`src/rtl/snitch_pkg.sv`:
```
// Shared Snitch types: per-core event strobes and the performance-counter configuration layout.
package snitch_pkg;

    // Event index e selects bit e (LSB first), so the struct is declared from MSB down.
    typedef struct packed {
        logic issue_fpu;          // 6
        logic issue_fpu_seq;      // 5
        logic issue_core_to_fpu;  // 4
        logic retired_instr;      // 3
        logic retired_load;       // 2
        logic retired_i;          // 1
        logic retired_acc;        // 0
    } core_events_t;

    typedef struct packed {
        logic [7:0] hart;
        logic [2:0] event_idx;
        logic       enable;
    } perf_cnt_cfg_t;

    localparam int unsigned NumCoreEvents = $bits(core_events_t);

    localparam logic [1:0] PerfCfgOff   = 2'd0;
    localparam logic [1:0] PerfValLoOff = 2'd1;
    localparam logic [1:0] PerfValHiOff = 2'd2;

    // CFG register image: [0] enable, [6:4] event index, [15:8] hart, rest zero.
    function automatic logic [31:0] perf_cfg_to_word(perf_cnt_cfg_t cfg);
        return {16'h0000, cfg.hart, 1'b0, cfg.event_idx, 3'b000, cfg.enable};
    endfunction

endpackage

```
`src/rtl/snitch_perf_counter.sv`:
```
// One programmable event counter: CFG register, hart/event selection, wrap-around increment,
// software write override and the HI-word shadow captured on VAL_LO reads.
module snitch_perf_counter
    import snitch_pkg::*;
#(
    parameter int unsigned NumCores = 8,
    parameter int unsigned CntWidth = 48
) (
    input  logic                                    clk,
    input  logic                                    rst,
    input  logic [NumCores-1:0][NumCoreEvents-1:0]  events,
    input  logic                                    wr_en,
    input  logic [1:0]                              wr_reg,
    input  logic [31:0]                             wdata,
    input  logic                                    rd_lo,
    output perf_cnt_cfg_t                           cfg,
    output logic [CntWidth-1:0]                     value,
    output logic [CntWidth-33:0]                    hi_shadow
);

    localparam int unsigned HiW = CntWidth - 32;

    logic strobe;

    // Out-of-range hart or event index matches no iteration, so the strobe stays low.
    always_comb begin
        strobe = 1'b0;
        for (int h = 0; h < NumCores; h++) begin
            for (int e = 0; e < NumCoreEvents; e++) begin
                if (cfg.hart == 8'(h) && cfg.event_idx == 3'(e)) begin
                    strobe = events[h][e];
                end
            end
        end
    end

    always_ff @(posedge clk or posedge rst) begin
        if (rst) begin
            cfg       <= '0;
            value     <= '0;
            hi_shadow <= '0;
        end else begin
            // Snapshot of the pre-increment value keeps a LO-then-HI read pair coherent.
            if (rd_lo) begin
                hi_shadow <= value[CntWidth-1:32];
            end
            if (wr_en && wr_reg == PerfCfgOff) begin
                cfg.hart      <= wdata[15:8];
                cfg.event_idx <= wdata[6:4];
                cfg.enable    <= wdata[0];
            end
            // A software write to the value always beats a coincident increment.
            if (wr_en && wr_reg == PerfValLoOff) begin
                value <= {value[CntWidth-1:32], wdata};
            end else if (wr_en && wr_reg == PerfValHiOff) begin
                value <= {wdata[HiW-1:0], value[31:0]};
            end else if (cfg.enable && strobe) begin
                value <= value + CntWidth'(1);
            end
        end
    end

endmodule

```
`src/rtl/snitch_perf_event_counters.sv`:
```
// Cluster performance-counter unit: registers the per-hart event strobes, decodes the 32-bit
// register port onto NumCounters counters and returns one response per accepted request.
module snitch_perf_event_counters
    import snitch_pkg::*;
#(
    parameter int unsigned NumCores    = 8,
    parameter int unsigned NumCounters = 4,
    parameter int unsigned CntWidth    = 48
) (
    input  logic                              clk_i,
    input  logic                              rst_i,
    input  logic [NumCores*NumCoreEvents-1:0] events_i,
    input  logic                              req_valid_i,
    output logic                              req_ready_o,
    input  logic                              req_write_i,
    input  logic [7:0]                        req_addr_i,
    input  logic [31:0]                       req_wdata_i,
    output logic                              rsp_valid_o,
    input  logic                              rsp_ready_i,
    output logic [31:0]                       rsp_rdata_o,
    output logic                              rsp_error_o
);

    logic [NumCores-1:0][NumCoreEvents-1:0] events_q;

    always_ff @(posedge clk_i or posedge rst_i) begin
        if (rst_i) begin
            events_q <= '0;
        end else begin
            events_q <= events_i;
        end
    end

    // Handshake: a request transfers on a cycle with req_valid_i && req_ready_o; its response
    // appears the cycle after and is held stable until a cycle with rsp_valid_o && rsp_ready_i.
    // At most one transaction is outstanding, so a new request may only be accepted in the
    // same cycle the pending response is consumed.
    logic       accept;
    logic [3:0] cnt_sel;
    logic [1:0] reg_sel;
    logic       addr_err;
    logic       unused_addr_bits;

    assign req_ready_o      = !rsp_valid_o || rsp_ready_i;
    assign accept           = req_valid_i && req_ready_o;
    assign cnt_sel          = req_addr_i[7:4];
    assign reg_sel          = req_addr_i[3:2];
    assign addr_err         = (reg_sel == 2'd3) || ({1'b0, cnt_sel} >= 5'(NumCounters));
    assign unused_addr_bits = ^req_addr_i[1:0];

    perf_cnt_cfg_t        cfg       [NumCounters];
    logic [CntWidth-1:0]  value     [NumCounters];
    logic [CntWidth-33:0] hi_shadow [NumCounters];

    for (genvar k = 0; k < NumCounters; k++) begin : gen_cnt
        logic sel;
        assign sel = accept && !addr_err && (cnt_sel == 4'(k));

        snitch_perf_counter #(
            .NumCores (NumCores),
            .CntWidth (CntWidth)
        ) i_counter (
            .clk       (clk_i),
            .rst       (rst_i),
            .events    (events_q),
            .wr_en     (sel && req_write_i),
            .wr_reg    (reg_sel),
            .wdata     (req_wdata_i),
            .rd_lo     (sel && !req_write_i && (reg_sel == PerfValLoOff)),
            .cfg       (cfg[k]),
            .value     (value[k]),
            .hi_shadow (hi_shadow[k])
        );
    end

    logic [31:0] rdata_d;

    always_comb begin
        rdata_d = '0;
        for (int k = 0; k < NumCounters; k++) begin
            if (cnt_sel == 4'(k)) begin
                case (reg_sel)
                    PerfCfgOff:   rdata_d = perf_cfg_to_word(cfg[k]);
                    PerfValLoOff: rdata_d = value[k][31:0];
                    PerfValHiOff: rdata_d = 32'(hi_shadow[k]);
                    default:      rdata_d = '0;
                endcase
            end
        end
        if (addr_err || req_write_i) begin
            rdata_d = '0;
        end
    end

    always_ff @(posedge clk_i or posedge rst_i) begin
        if (rst_i) begin
            rsp_valid_o <= 1'b0;
            rsp_rdata_o <= '0;
            rsp_error_o <= 1'b0;
        end else if (accept) begin
            rsp_valid_o <= 1'b1;
            rsp_rdata_o <= rdata_d;
            rsp_error_o <= addr_err;
        end else if (rsp_ready_i) begin
            rsp_valid_o <= 1'b0;
        end
    end

endmodule

```
`config.mk`:
```
export PLATFORM = sky130hd
export DESIGN_NAME = snitch_perf_event_counters
export DESIGN_NICKNAME = d
export VERILOG_FILES = /design/src/rtl/snitch_pkg.sv /design/src/rtl/snitch_perf_counter.sv /design/src/rtl/snitch_perf_event_counters.sv
export SDC_FILE = /design/constraint.sdc
export NUM_CORES = 1
export LEC_CHECK = 0
export CAP_MARGIN = 5
export CELL_PAD_IN_SITES_DETAIL_PLACEMENT = 1
export CELL_PAD_IN_SITES_GLOBAL_PLACEMENT = 1
export CORE_UTILIZATION = 43
export DETAILED_ROUTE_END_ITERATION = 10
export GPL_TIMING_DRIVEN = 1
export PLACE_DENSITY = 0.74
export SLEW_MARGIN = 5
export SYNTH_ARGS = -nofsm -noshare
export SYNTH_HDL_FRONTEND = slang
export SYNTH_HIERARCHICAL = 1
export SYNTH_SLANG_ARGS = --single-unit
```
`constraint.sdc`:
```
create_clock -name clk_i -period 3.1 [get_ports clk_i]
set_clock_uncertainty 0.2 [all_clocks]
set_input_delay 0.775 -clock clk_i [delete_from_list [all_inputs] [get_ports clk_i]]
set_output_delay 0.775 -clock clk_i [all_outputs]
set_load 0.005 [all_outputs]
```
======== Word-level counts from Yosys, hierarchy flattened ========
Cells that the tools add are included.
storage, ports and cells
  register bits ........................... 394
  bits of input ports ..................... 101
  output and inout bits ................... 35
operators by class
  add/sub/neg operators ................... 4
  magnitude comparators ................... 1
  eq/ne operators ......................... 62
  multiplexer cells ....................... 247
  bitwise logic cells ..................... 4
  reductions and logical operators ........ 291
operators by type and width
  operator                                                                             number
  48-bit two-way mux                                                                   8
  32-bit case mux with 3 select lines                                                  4
  32-bit two-way mux                                                                   9
  1-bit logical AND                                                                    258
  1-bit two-way mux                                                                    226
  48-bit by 1-bit adder with 48-bit output, second input constant                      4
  8-bit by 3-bit equality test with 1-bit output, second input constant                16
  8-bit by 2-bit equality test with 1-bit output, second input constant                8
  3-bit equality test, second input constant                                           12
  8-bit by 1-bit equality test with 1-bit output, second input constant                4
  8-bit logical NOT                                                                    4
  3-bit by 2-bit equality test with 1-bit output, second input constant                8
  2-bit nonzero test                                                                   9
  2-bit AND reduction                                                                  8
  3-bit by 1-bit equality test with 1-bit output, second input constant                4
  3-bit logical NOT                                                                    4
  4-bit by 2-bit equality test with 1-bit output, second input constant                2
  2-bit by 1-bit inequality test with 1-bit output, second input constant              4
  2-bit equality test, second input constant                                           2
  4-bit by 1-bit equality test with 1-bit output, second input constant                1
  4-bit by 3-bit greater-or-equal comparator with 1-bit output, second input constant  1
  4-bit logical NOT                                                                    1
  1-bit inverter                                                                       4
  1-bit logical NOT                                                                    3
  other kinds (3)                                                                      5

======== Depth between registers and ports, before layout ========
Gate-level depths: netlist of run 1.
  word-level depth ........................ 62
  mapped depth ............................ 16
  depth with buffers taken out ............ 10

======== Hierarchy ========
Netlist of run 1, hierarchy kept.
modules (own cells, without submodules)
  module                      instances  cells each  area an instance (µm²)  seq. area each (µm²)
  snitch_perf_counter         4          571         5013.6                  1901.8
  snitch_perf_event_counters  1          385         4762.1                  2252.2

======== Worst setup path before layout of run 1 ========
OpenSTA, ideal clock, no wires.
  kind .................................... input port to flip-flop
  start point ............................. input port req_addr_i[2]
  end point ............................... register gen_cnt[2].i_counter.value[23]
  setup time .............................. 0.124 ns
  data arrival time ....................... 3.143 ns
  data required time ...................... 2.776 ns
  path slack .............................. -0.367 ns
  stages .................................. 14
  buffers on the path ..................... 6
  path through ............................ buf_6 buf_4 buf_6 buf_6 nand2_1 nand4_1 nor3_1 nand2_1 or2_2 clkbuf_1 o21ai_1 clkbuf_1 nor4_1 o31a_1
between the ends
  word-level cells in the longest chain between the ends .. 9
  elaborated cells on any way between the ends .. 14
ends and longest elaborated chain
  what                                                                                                     line                                                  text
  start: declaration                                                                                       snitch_perf_event_counters.sv:16                      input logic [7:0] req_addr_i,
  2-bit equality test                                                                                      snitch_perf_event_counters.sv:48                      assign addr_err = (reg_sel == 2'd3) || ({1'b0, cnt_sel} >= 5'(NumCounters));
  1-bit logical OR                                                                                         snitch_perf_event_counters.sv:48
  1-bit logical NOT                                                                                        snitch_perf_event_counters.sv:57                      assign sel = accept && !addr_err && (cnt_sel == 4'(k));
  1-bit logical AND (2 in a row)                                                                           snitch_perf_event_counters.sv:57
  1-bit logical AND                                                                                        snitch_perf_event_counters.sv:66                      .wr_en (sel && req_write_i),
  1-bit logical AND, on equally long branches                                                              snitch_perf_counter.sv:55, snitch_perf_counter.sv:53
  2-bit by 1-bit inequality test with 1-bit output (no source line) or 2-bit nonzero test (tied branches)  n/a
  2-bit AND reduction (no source line)                                                                     n/a
  end signal: assignment                                                                                   snitch_perf_counter.sv:54                             value <= {value[CntWidth-1:32], wdata};
  end signal: assignment                                                                                   snitch_perf_counter.sv:56                             value <= {wdata[HiW-1:0], value[31:0]};
  end signal: assignment                                                                                   snitch_perf_counter.sv:58                             value <= value + CntWidth'(1);
  end: declaration                                                                                         snitch_perf_counter.sv:17                             output logic [CntWidth-1:0] value,
Parallel ways exist; a longest one is shown, timed or not.
A chain may end at the register's enable or synchronous reset.

======== Worst setup path after layout of run 1 ========
  start point ............................. register, netlist name gen_cnt[2].i_counter/cfg[1]
  end point ............................... register gen_cnt[2].i_counter.value[39]
between the ends
  word-level cells in the longest chain between the ends .. 61
  elaborated cells on any way between the ends .. 122
ends and longest elaborated chain
  what                                      line                       text
  3-bit logical NOT                         snitch_perf_counter.sv:30  if (cfg.hart == 8'(h) && cfg.event_idx == 3'(e)) begin
  1-bit logical AND                         snitch_perf_counter.sv:30
  1-bit two-way mux (55 in a row)           snitch_perf_counter.sv:30
  1-bit two-way mux (*)                     snitch_perf_counter.sv:30
  1-bit logical AND (*)                     snitch_perf_counter.sv:57  end else if (cfg.enable && strobe) begin
  2-bit nonzero test (no source line) (*)   n/a
  2-bit AND reduction (no source line) (*)  n/a
Mark *: on every way between the ends. The rest lies on a longest branch, timed or not.

==> implementation parameters, run 1 <==
Parameter                              Value

Placement
  Final Wtd Congestion ... 0.987
  Worst setup slack after placement ... -0.409 ns
  Post-DP HPWL ... 82,500 um
  Number of placed instances with taps included ... 3,815
  Count of buffers from port buffering ... 133

Synthesis
  Number of distinct library cells after synthesis ... 84
  Post-synth ARST share ... 100%
  Post-synth EDFFs ... 0
  Most area-hungry cell type in the Yosys netlist ... dfrtp_1
  Top cell type's share of synthesized area ... 39.7%
  Synthesized area per cell ... 9.30 sq um
  Syn Nets ... 2,774
  Sequential cell area fraction in the yosys report ... 39.7%
  Count of yosys warnings during synthesis ... 6
  Synthesized area ... 24,800 sq um
  Number of instances in the synthesized netlist ... 2,669
  Commonest register cell after synthesis ... dfrtp_1
  Synthesized flop and latch total ... 394
  Largest cells by area after synthesis ... dfrtp_1 40%, mux2_2 7.9%, nor2_1 3.2%

Floorplan
  Standard cell core area ... 56,700 sq um
  Effective utilization at floorplan ... 43.8%
  Die width ... 242 um
  Total Die Area ... 58,700 sq um
  Floorplan row count ... 87
  # IOs ... 136
  Height of the die ... 242 um

Setup path
  Critical Path Slowest Stage Cell ... o211ai_1
  Worst EP arrival ... 3.81 ns
  Kind of critical path ... reg2reg
  Worst stage delay on the critical path ... 0.49 ns
  Cell-by-cell trace of the critical path ... buf_6 > mux2_4 > a221o_1 > a311o_1 > a32oi_1 > or4_4 > a21oi_4 > buf_12 > clkbuf_16 > o211ai_1 > buf_4 > xor2_2 > o21ai_1
  Category of the worst setup path launch point ... register
  Crit path from ... gen_cnt[2].i_counter/cfg[1]$_DFFE_PP0P_
  Worst EP required ... 3.38 ns
  Origin of the critical flop-to-flop path ... gen_cnt[2].i_counter/cfg[1]$_DFFE_PP0P_
  Total buffers and inverters traversed by the critical path ... 4
  FF-to-FF End ... gen_cnt[2].i_counter/value[39]$_DFFE_PP0P_
  Largest delay share family, worst path ... compound AO/OA/AOI/OAI gates
  Register-to-register setup slack ... -0.43 ns
  Worst path depth ... 13
  Worst Setup EP ... gen_cnt[2].i_counter/value[39]$_DFFE_PP0P_
  Number of cell instances on the worst register-to-register path ... 13
  Worst-path fanout max ... 6
  Capturing element type of the critical path ... register

Clocking
  Buffer levels on the longest clock path ... 3
  Total of hold buffers inserted after clock tree synthesis ... 0
  Number of buffers created by CTS ... 46
  Sink count of the clock tree ... 394
  TritonCTS clock tree ... done
  Clock Latency Late Sink ... 0.61 ns
  Root Buffer ... clkbuf_16
  Clock slew at reported path FFs ... 0.06 ns
  H-tree Lvls ... 2

Global route
  Pin count of the biggest net entering global routing ... 77
  Global route total overflow ... 0
  Via count of the first global-routing pass ... 27,300
  Wire length of the first global-routing pass ... 172,000 um
  Overall fraction of global-route tracks in use ... 38.6%
  Antenna violations before repair ... 3

Power and ir drop
  Leak Pwr ... 14.3 nW
  Pwr per Cell Area ... 421 nW/um^2
  Largest vdd supply drop ... 408 uV

Timing
  Minimum period implied by the final worst setup slack ... 3.53 ns
  Setup repair after global routing missed its margin ... yes
  Highest clock frequency the design can meet ... 283 MHz
  Slew Viols, Final ... 0
  Slew HR ... 43.4%
  Final Hold Fails ... 0
  Number of endpoints failing setup at the final stage ... 185
  Share of the cycle needed by the critical path after routing ... 114%
  Transition time at the pin with the least slew margin ... 0.847 ns
  Worst setup margin ... -0.429 ns
  Worst Hold Slack ... 0.294 ns

Hold path
  Launch point of the worst hold path ... rsp_rdata_o[7]$_DFFE_PP0P_
  Tightest Hold Check Type ... reg2reg

Finish
  Commonest cells after routing, fill and taps aside ... 414 x buf_4, 386 x dfrtp_1, 205 x nor2_1
  Area delta synth->final ... 39.1%
  Fraction of final layout cells with drive strength greater than 1 ... 32.6%
  Most frequent standard cell in the layout excluding fill and tap cells ... buf_4
  Count of placed standard cells in the final layout, fillers left out ... 4,012
  Final-stage net count ... 3,331

Run status
  Run status ... finished with violations
  Violated checks ... negative setup slack

Drt
  Number of antenna-violating nets in the routed design ... 0
  Routed vias/inst ... 6.67
  Detailed-route wire length ... 120,000 um
  Number of vias after detailed routing ... 26,700
  Detailed-route DRC error count ... 0
  Number of iterations in the first detailed-routing pass ... 6
  Detailed Route Iter0 Violations ... 2,503
  WL per Instance ... 29.9 um

Job
  MaxCap Viol Count ... 0
## worst min-delay path, delay by kind of cell, from the launching register on
family	cells	cell delay (ns)
AND/OR/NAND/NOR	1	0.05
flip-flops	1	0.35
AO/OA/AOI/OAI	1	0.06
## synthesized netlist by cell type (25+ instances only)
| library cell | count |
|---|---|
| a21oi_1 | 67 |
| a221oi_1 | 31 |
| a31oi_1 | 108 |
| and2_1 | 25 |
| and3_1 | 52 |
| buf_2 | 52 |
| clkbuf_1 | 102 |
| dfrtp_1 | 394 |
| inv_1 | 49 |
| mux2_2 | 174 |
| mux2i_1 | 50 |
| nand2_1 | 195 |
| nand2b_1 | 31 |
| nand3_1 | 142 |
| nand4_1 | 47 |
| nor2_1 | 214 |
| nor2b_1 | 30 |
| nor3_1 | 38 |
| nor4_1 | 25 |
| o2111ai_1 | 28 |
| o211ai_1 | 36 |
| o21ai_0 | 137 |
| o31ai_1 | 37 |
| or3_1 | 60 |
| or4_1 | 54 |
| xnor2_1 | 28 |
| xor2_1 | 28 |
## registers in the layout, indices dropped and copies added (netlist names)
signal and cells:
gen_cnt.i_counter/cfg 48, gen_cnt.i_counter/hi_shadow 64, rsp_rdata_o 32, gen_cnt.i_counter/value 192, rsp_error_o 1, rsp_valid_o 1, events_q 56
## area by class of cell
cell class	count	area [sq um]
sequential	394	9870
timing repair buffer	695	6610
clock inverter	12	144
antenna	1	2.50
inverter	53	211
clock buffer	65	1360
fill	6157	22200
tap	756	946
multi-input combinational	2036	15400
## report_power, final
| part | switching [mW] | internal [mW] |
|---|---|---|
| Sequential | 0.558 | 5.47 |
| Combinational | 1.53 | 1.39 |
| Clock | 2.37 | 3.21 |
| Total | 4.46 | 10.1 |
## cell families after synthesis
| family | synth area share [%] |
|---|---|
| fa+ha+maj | 0.202 |
| compound gates | 20.6 |
| buf+inv | 4.33 |
| xor+xnor | 1.98 |
| flops | 39.7 |
| mux | 11.7 |
| simple gates | 21.4 |
## how the worst min path moves through the flow
stage                                  end  cells past startpoint
6_report        rsp_rdata_o[7]$_DFFE_PP0P_                      2
5_1_grt        rsp_rdata_o[13]$_DFFE_PP0P_                      2
4_1_cts         rsp_rdata_o[7]$_DFFE_PP0P_                      2
3_5_place_dp    rsp_rdata_o[3]$_DFFE_PP0P_                      2
3_3_place_gp    rsp_rdata_o[7]$_DFFE_PP0P_                      2
2_1_floorplan  rsp_rdata_o[12]$_DFFE_PP0P_                      2
## layer usage
layer | global-route usage [%] | share of wire (%) | vias up
li1 | - | - | 11300
met1 | 47.3 | 38 | 13600
met2 | 61.7 | 47 | 1381
met3 | 5.73 | 7.2 | 470
met4 | 28.7 | 8.0 | 2
met5 | 0 | 0.012 | -
## metrics by stage
step           power, mW  utilization, %  area, sq um  setup TNS (ns)
2_1_floorplan       7.21               -        25300           -1.22
3_3_place_gp        8.50            53.3        30300          -32.01
3_5_place_dp        8.59            53.3        30300          -45.20
4_1_cts             14.3            58.2        33000          -19.62
5_1_grt             14.9            60.9        34500          -51.59
6_report            14.5            60.9        34500          -36.69
## what timing repair did
action,CTS,global route
endpoints found under the setup margin,180,193
pin swaps,108,156
resized for setup,139,238
endpoints found under the hold margin,0,0
buffers inserted,68,50
gates cloned,7,5
(Power assumes the default switching activity.)
==> run 2, diff against run 1 <==
--- a/config.mk
+++ b/config.mk
@@ -17,3 +17,4 @@
 export SYNTH_HDL_FRONTEND = slang
 export SYNTH_HIERARCHICAL = 1
 export SYNTH_SLANG_ARGS = --single-unit
+export TNS_END_PERCENT = 20
==> run 2 against run 1 <==
The run still ends with negative setup slack left. Sequential power about the same. Final cell count shrank 0.95%. Routed wire length down 4.2%. Critical path type unchanged. Critical endpoint is now gen_cnt[3].i_counter/value[18]$_DFFE_PP0P_. Largest power group is now the clock network.
==> implementation parameters, run 2 (same netlist as run 1, synthesis figures left out) <==
Parameter                              Value

Timing
  Worst setup margin ... -0.400 ns (+0.0295 ns)
  Final Hold Fails ... 0 (unchanged)
  Slew Viols, Final ... 0 (unchanged)
  Worst Hold Slack ... 0.309 ns (+0.0144 ns)
  Setup repair after global routing missed its margin ... yes
  Minimum period implied by the final worst setup slack ... 3.50 ns (-0.0295 ns)
  Share of the cycle needed by the critical path after routing ... 113% (-0.95 points)
  Transition time at the pin with the least slew margin ... 0.769 ns (-0.0781 ns)
  Highest clock frequency the design can meet ... 286 MHz (+0.84%)
  Number of endpoints failing setup at the final stage ... 177 (-4.3%)
  Slew HR ... 48.6% (+5.2 points)

Drt
  Number of vias after detailed routing ... 26,000 (-2.6%)
  Number of antenna-violating nets in the routed design ... 0 (unchanged)
  Detailed Route Iter0 Violations ... 2,418 (-3.4%)
  Detailed-route wire length ... 115,000 um (-4.2%)
  Routed vias/inst ... 6.55 (-1.7%)
  WL per Instance ... 28.9 um (-3.3%)
  Detailed-route DRC error count ... 0 (unchanged)
  Number of iterations in the first detailed-routing pass ... 7 (+1)

Clocking
  Total of hold buffers inserted after clock tree synthesis ... 0 (unchanged)
  Number of buffers created by CTS ... 47 (+2.2%)
  H-tree Lvls ... 2 (unchanged)
  Buffer levels on the longest clock path ... 3 (unchanged)
  Sink count of the clock tree ... 394 (unchanged)
  Root Buffer ... clkbuf_16
  TritonCTS clock tree ... done
  Clock slew at reported path FFs ... 0.06 ns (about the same)
  Clock Latency Late Sink ... 0.61 ns (about the same)

Job
  MaxCap Viol Count ... 0 (unchanged)

Placement
  Final Wtd Congestion ... 1.01 (+2.1%)
  Count of buffers from port buffering ... 133 (unchanged)
  Post-DP HPWL ... 82,700 um (+0.35%)

Power and ir drop
  Leak Pwr ... 14.1 nW (-1.7%)
  Largest vdd supply drop ... 429 uV (+5.1%)
  Pwr per Cell Area ... 443 nW/um^2 (+5.3%)

Finish
  Final core utilization ... 59.3% (-1.6 points)
  Commonest cells after routing, fill and taps aside ... 424 x buf_4, 385 x dfrtp_1, 210 x nor2_1
  Largest registers ... gen_cnt.i_counter/value (192), gen_cnt.i_counter/hi_shadow (64), events_q (56)
  Most frequent standard cell in the layout excluding fill and tap cells ... buf_4
  Top reg by flops ... gen_cnt.i_counter/value
  Largest register FFs ... 192 (unchanged)
  Final-stage net count ... 3,283 (-1.4%)
  Area delta synth->final ... 35.5%
  Fraction of final layout cells with drive strength greater than 1 ... 30.5% (-2.1 points)

Setup path
  Register-to-register setup slack ... -0.40 ns (+0.03 ns)
  Category of the worst setup path launch point ... register
  Worst-path fanout max ... 6 (unchanged)
  Number of cell instances on the worst register-to-register path ... 12 (-1)
  Worst EP required ... 3.39 ns (about the same)
  Worst Setup EP ... gen_cnt[3].i_counter/value[18]$_DFFE_PP0P_
  Origin of the critical flop-to-flop path ... gen_cnt[3].i_counter/cfg[1]$_DFFE_PP0P_
  Kind of critical path ... reg2reg
  Capturing element type of the critical path ... register
  FF-to-FF End ... gen_cnt[3].i_counter/value[18]$_DFFE_PP0P_
  Crit path from ... gen_cnt[3].i_counter/cfg[1]$_DFFE_PP0P_
  Worst EP arrival ... 3.79 ns (-0.02 ns)

Run status
  Violated checks ... negative setup slack
  Run status ... finished with violations

Floorplan
  Floorplan row count ... 87 (unchanged)
  Standard cell core area ... 56,700 sq um (unchanged)
  Effective utilization at floorplan ... 43.8% (unchanged)
  Die width ... 242 um (unchanged)
  Total Die Area ... 58,700 sq um (unchanged)
  # IOs ... 136 (unchanged)
  Height of the die ... 242 um (unchanged)

Global route
  Pin count of the biggest net entering global routing ... 77 (unchanged)
  Global route total overflow ... 0 (unchanged)
  Antenna violations before repair ... 5 (+2)
  Overall fraction of global-route tracks in use ... 38.0% (-0.53 points)
  Via count of the first global-routing pass ... 26,700 (-2.3%)
  Wire length of the first global-routing pass ... 170,000 um (-1.5%)

Hold path
  Launch point of the worst hold path ... gen_cnt[2].i_counter/hi_shadow[8]$_DFFE_PP0P_
  Tightest Hold Check Type ... reg2reg
[run 2: changes by cell type in the layout (fill, tap and decap cells not counted), sizes merged, moves of 3 or more]
cell    change
clkbuf      -4
o21ai       -5
inv         +3
bufinv      +4
buf        -41
clkinv      +4
[run 2: layout make-up]
type | count | area [sq um]
tap | 756 | 946
sequential | 394 | 9870
clock buffer | 64 | 1340
clock inverter | 24 | 334
antenna | 1 | 2.50
fill | 6210 | 23100
inverter | 53 | 210
multi-input combinational | 2031 | 14800
timing repair buffer | 651 | 6080
[run 2: how the worst min path moves through the flow]
| stage | to | slack, ns | cells past startpoint |
|---|---|---|---|
| after global placement | rsp_rdata_o[1]$_DFFE_PP0P_ | 0.27 | 1 |
| after CTS | gen_cnt[2].i_counter/hi_shadow[8]$_DFFE_PP0P_ | 0.31 | 1 |
| after detailed placement | rsp_rdata_o[30]$_DFFE_PP0P_ | 0.29 | 1 |
| final | gen_cnt[2].i_counter/hi_shadow[8]$_DFFE_PP0P_ | 0.31 | 1 |
| after floorplan | rsp_rdata_o[12]$_DFFE_PP0P_ | 0.27 | 2 |
| after global routing | gen_cnt[0].i_counter/hi_shadow[5]$_DFFE_PP0P_ | 0.32 | 1 |
[run 2: worst max-delay path: stages, from the launching register on]
cell      delay (ns)
dfrtp_2         0.44
buf_6           0.14
mux2_4          0.29
a221o_1         0.32
a311o_1         0.36
a32oi_1         0.16
or4_4           0.16
a21oi_4         0.06
buf_12          0.14
buf_8           0.12
o211ai_1        0.53
xnor2_1         0.16
mux2_2          0.29
[run 2: power breakdown]
part / internal [mW] / switching [mW]
combinational: 1.35 / 1.50
clock: 3.57 / 2.48
sequential: 5.47 / 0.535
total: 10.4 / 4.51
[run 2: metal layers]
metal,global-route usage [%],share of wire (%),vias up,wire [um]
li1,-,-,11300,-
met1,46.7,39,13300,45100
met2,61.2,47,1073,53500
met3,5.98,6.2,415,7120
met4,26.8,8.0,4,9200
met5,0,0.019,-,22
[run 2: through the flow]
step,power [mW],instances,area [sq um],setup TNS [ns],worst slack (ns)
global route,15.3,3973,33600,-44.58,-0.463
finish,14.9,3974,33600,-26.96,-0.400
detailed placement,8.64,3830,30400,-54.78,-0.534
CTS,14.8,3950,32800,-19.94,-0.261
global placement,8.54,3830,30400,-41.87,-0.438
floorplan,7.18,2669,25200,-3.79,-0.109
[run 2: what timing repair did]
action,4_1_cts,5_1_grt
resized for setup,74,140
cloned,0,3
pin swaps,60,88
endpoints found under the setup margin,189,193
buffers inserted,32,22
==> run 3, diff against run 2 <==
--- a/config.mk
+++ b/config.mk
@@ -9,6 +9,7 @@
 export CELL_PAD_IN_SITES_DETAIL_PLACEMENT = 1
 export CELL_PAD_IN_SITES_GLOBAL_PLACEMENT = 1
 export CORE_UTILIZATION = 43
+export CTS_CLUSTER_SIZE = 12
 export DETAILED_ROUTE_END_ITERATION = 10
 export GPL_TIMING_DRIVEN = 1
 export PLACE_DENSITY = 0.74
==> run 3 against run 2 <==
The run still ends with negative setup slack left. Die area stayed put. Count of clock-buffer cells in the layout is 2 higher. Setup slack better by 0.011 ns. Sequential cell count stayed put. Power is 0.92% higher. Largest cell class unchanged.
==> implementation parameters, run 3 (same netlist as run 1, synthesis figures left out) <==
Parameter                              Value

Floorplan
  # IOs ... 136 (unchanged)
  Standard cell core area ... 56,700 sq um (unchanged)
  Effective utilization at floorplan ... 43.8% (unchanged)
  Height of the die ... 242 um (unchanged)
  Total Die Area ... 58,700 sq um (unchanged)
  Die width ... 242 um (unchanged)
  Floorplan row count ... 87 (unchanged)

Drt
  Number of vias after detailed routing ... 26,000 (-0.061%)
  Routed vias/inst ... 6.57 (+0.24%)
  Detailed Route Iter0 Violations ... 2,133 (-12%)
  Number of iterations in the first detailed-routing pass ... 7 (unchanged)
  Detailed-route wire length ... 115,000 um (-0.33%)
  Detailed-route DRC error count ... 0 (unchanged)
  Number of antenna-violating nets in the routed design ... 0 (unchanged)
  WL per Instance ... 28.9 um (about the same)

Setup path
  Capturing element type of the critical path ... register
  Category of the worst setup path launch point ... register
  Critical path's most frequent cell ... mux2_4
  FF-to-FF End ... gen_cnt[3].i_counter/value[18]$_DFFE_PP0P_
  Total buffers and inverters traversed by the critical path ... 3 (unchanged)
  Origin of the critical flop-to-flop path ... gen_cnt[3].i_counter/cfg[1]$_DFFE_PP0P_
  Worst EP arrival ... 3.78 ns (about the same)
  Worst stage delay on the critical path ... 0.50 ns (-0.03 ns)
  Largest delay share family, worst path ... compound AO/OA/AOI/OAI gates
  Register-to-register setup slack ... -0.39 ns (about the same)
  Worst EP required ... 3.39 ns (about the same)
  Kind of critical path ... reg2reg
  Cell-by-cell trace of the critical path ... buf_6 > mux2_4 > a221o_1 > a311o_1 > a32oi_1 > or4_4 > a21oi_4 > buf_12 > buf_8 > o211ai_1 > xnor2_1 > mux2_4
  Critical Path Slowest Stage Cell ... o211ai_1
  Number of cell instances on the worst register-to-register path ... 12 (unchanged)
  Worst-path fanout max ... 6 (unchanged)

Timing
  Slew Viols, Final ... 0 (unchanged)
  Share of the cycle needed by the critical path after routing ... 113% (-0.36 points)
  Number of endpoints failing setup at the final stage ... 178 (+0.56%)
  Minimum period implied by the final worst setup slack ... 3.49 ns (-0.0110 ns)
  Setup repair after global routing missed its margin ... yes
  Highest clock frequency the design can meet ... 287 MHz (+0.32%)
  Final Hold Fails ... 0 (unchanged)
  Transition time at the pin with the least slew margin ... 0.777 ns (+0.00791 ns)
  Slew HR ... 48.1% (-0.53 points)
  Worst setup margin ... -0.389 ns (+0.0110 ns)

Global route
  Wire length of the first global-routing pass ... 170,000 um (about the same)
  Overall fraction of global-route tracks in use ... 38.1% (+0.040 points)
  Via count of the first global-routing pass ... 26,700 (+0.022%)
  Antenna violations before repair ... 3 (-2)
  Pin count of the biggest net entering global routing ... 77 (unchanged)
  Global route total overflow ... 0 (unchanged)

Finish
  Fillers ... 6,199 (-0.18%)
  Most frequent standard cell in the layout excluding fill and tap cells ... buf_4
  Fraction of final layout cells with drive strength greater than 1 ... 30.0% (-0.49 points)
  Multi-input logic area ... 14,800 sq um (-0.24%)
  Count of placed standard cells in the final layout, fillers left out ... 3,962 (-0.30%)
  Final-stage net count ... 3,269 (-0.43%)
  Cell area after layout ... 33,500 sq um (-0.41%)
  Largest register FFs ... 192 (unchanged)
  Register area ... 9870 sq um (about the same)
  Commonest cells after routing, fill and taps aside ... 411 x buf_4, 386 x dfrtp_1, 210 x nor2_1
  Final core utilization ... 59.0% (-0.24 points)
  Largest registers ... gen_cnt.i_counter/value (192), gen_cnt.i_counter/hi_shadow (64), events_q (56)
  Area delta synth->final ... 34.9%
  Top reg by flops ... gen_cnt.i_counter/value

Placement
  Placed cell area ... 30,400 sq um (unchanged)
  Count of buffers from port buffering ... 133 (unchanged)
  Number of placed instances with taps included ... 3,830 (unchanged)
  Post-DP HPWL ... 82,700 um (unchanged)
  Final Wtd Congestion ... 1.01 (unchanged)

Clocking
  Clock slew at reported path FFs ... 0.06 ns (about the same)
  Root Buffer ... clkbuf_16
  Sink count of the clock tree ... 394 (unchanged)
  Number of buffers created by CTS ... 47 (unchanged)
  Total of hold buffers inserted after clock tree synthesis ... 0 (unchanged)
  H-tree Lvls ... 2 (unchanged)
  Clock Latency Late Sink ... 0.62 ns (about the same)
  Buffer levels on the longest clock path ... 3 (unchanged)
  TritonCTS clock tree ... done

Power and ir drop
  Leak Pwr ... 14.0 nW (-0.45%)
  Power, Total ... 15.0 mW (+0.92%)
  Pwr per Cell Area ... 449 nW/um^2 (+1.3%)
  Largest vdd supply drop ... 426 uV (-0.58%)

Hold path
  Cell depth of the worst hold path ... 1 (unchanged)
  Launch point of the worst hold path ... gen_cnt[2].i_counter/hi_shadow[8]$_DFFE_PP0P_
  Tightest Hold Check Type ... reg2reg
  Capture endpoint of the worst hold path ... gen_cnt[2].i_counter/hi_shadow[8]$_DFFE_PP0P_

Run status
  Violated checks ... negative setup slack
  Run status ... finished with violations

Job
  MaxCap Viol Count ... 0 (unchanged)
run 3: worst reg2reg max path: cells and delay by family, from the launching register on:
| kind | cells | cell delay (ns) |
|---|---|---|
| compound gates | 5 | 1.44 |
| mux | 2 | 0.57 |
| flops | 1 | 0.43 |
| buf+inv | 3 | 0.41 |
| simple gates | 1 | 0.16 |
| xor+xnor | 1 | 0.16 |
run 3: metrics by stage:
step / hold slack (ns) / setup slack, ns / setup TNS (ns)
global placement: 0.271 / -0.438 / -41.87
global route: 0.325 / -0.444 / -48.25
detailed placement: 0.290 / -0.534 / -54.78
CTS: 0.311 / -0.267 / -21.30
finish: 0.308 / -0.389 / -29.38
floorplan: 0.267 / -0.109 / -3.79
run 3: worst max-delay path by stage:
stage | startpoint | to | slack [ns] | depth (start not counted)
after floorplan | req_addr_i[2] | gen_cnt[0].i_counter/value[4]$_DFFE_PP0P_ | -0.11 | 14
after detailed placement | gen_cnt[3].i_counter/cfg[3]$_DFFE_PP0P_ | gen_cnt[3].i_counter/value[27]$_DFFE_PP0P_ | -0.53 | 12
after global routing | gen_cnt[3].i_counter/cfg[1]$_DFFE_PP0P_ | gen_cnt[3].i_counter/value[18]$_DFFE_PP0P_ | -0.44 | 12
after global placement | gen_cnt[3].i_counter/cfg[3]$_DFFE_PP0P_ | gen_cnt[3].i_counter/value[27]$_DFFE_PP0P_ | -0.44 | 11
final | gen_cnt[3].i_counter/cfg[1]$_DFFE_PP0P_ | gen_cnt[3].i_counter/value[18]$_DFFE_PP0P_ | -0.39 | 12
after CTS | gen_cnt[3].i_counter/cfg[1]$_DFFE_PP0P_ | gen_cnt[3].i_counter/value[24]$_DFFE_PP0P_ | -0.27 | 13
run 3: repair_timing:
action / 4_1_cts / 5_1_grt
pin swaps: 49 / 86
cloned: 1 / 3
setup buffers: 27 / 14
resized for setup: 72 / 147
setup endpoints to repair: 189 / 193
run 3: final cells by class:
class                      instances  share of cell area [%]
tap                              756                    2.82
clock buffer                      66                    4.06
sequential                       394                    29.5
timing repair buffer             636                    17.7
antenna                            3                  0.0224
inverter                          53                   0.628
clock inverter                    22                    1.09
multi-input combinational       2032                    44.2
run 3: report_power, final:
part           switching [mW]  internal, mW  leakage, nW  total (mW)
logic                    1.49          1.32         8.11        2.81
registers               0.531          5.47         5.07        6.00
clock network            2.48          3.75        0.842        6.23
run 3: layer usage:
metal | up-vias | part of all wire [%] | global-route usage, %
met5 | - | 0.027 | 0
met4 | 2 | 7.7 | 26.1
met3 | 382 | 6.3 | 5.98
met2 | 1178 | 47 | 61.6
met1 | 13300 | 39 | 46.8
li1 | 11200 | - | -
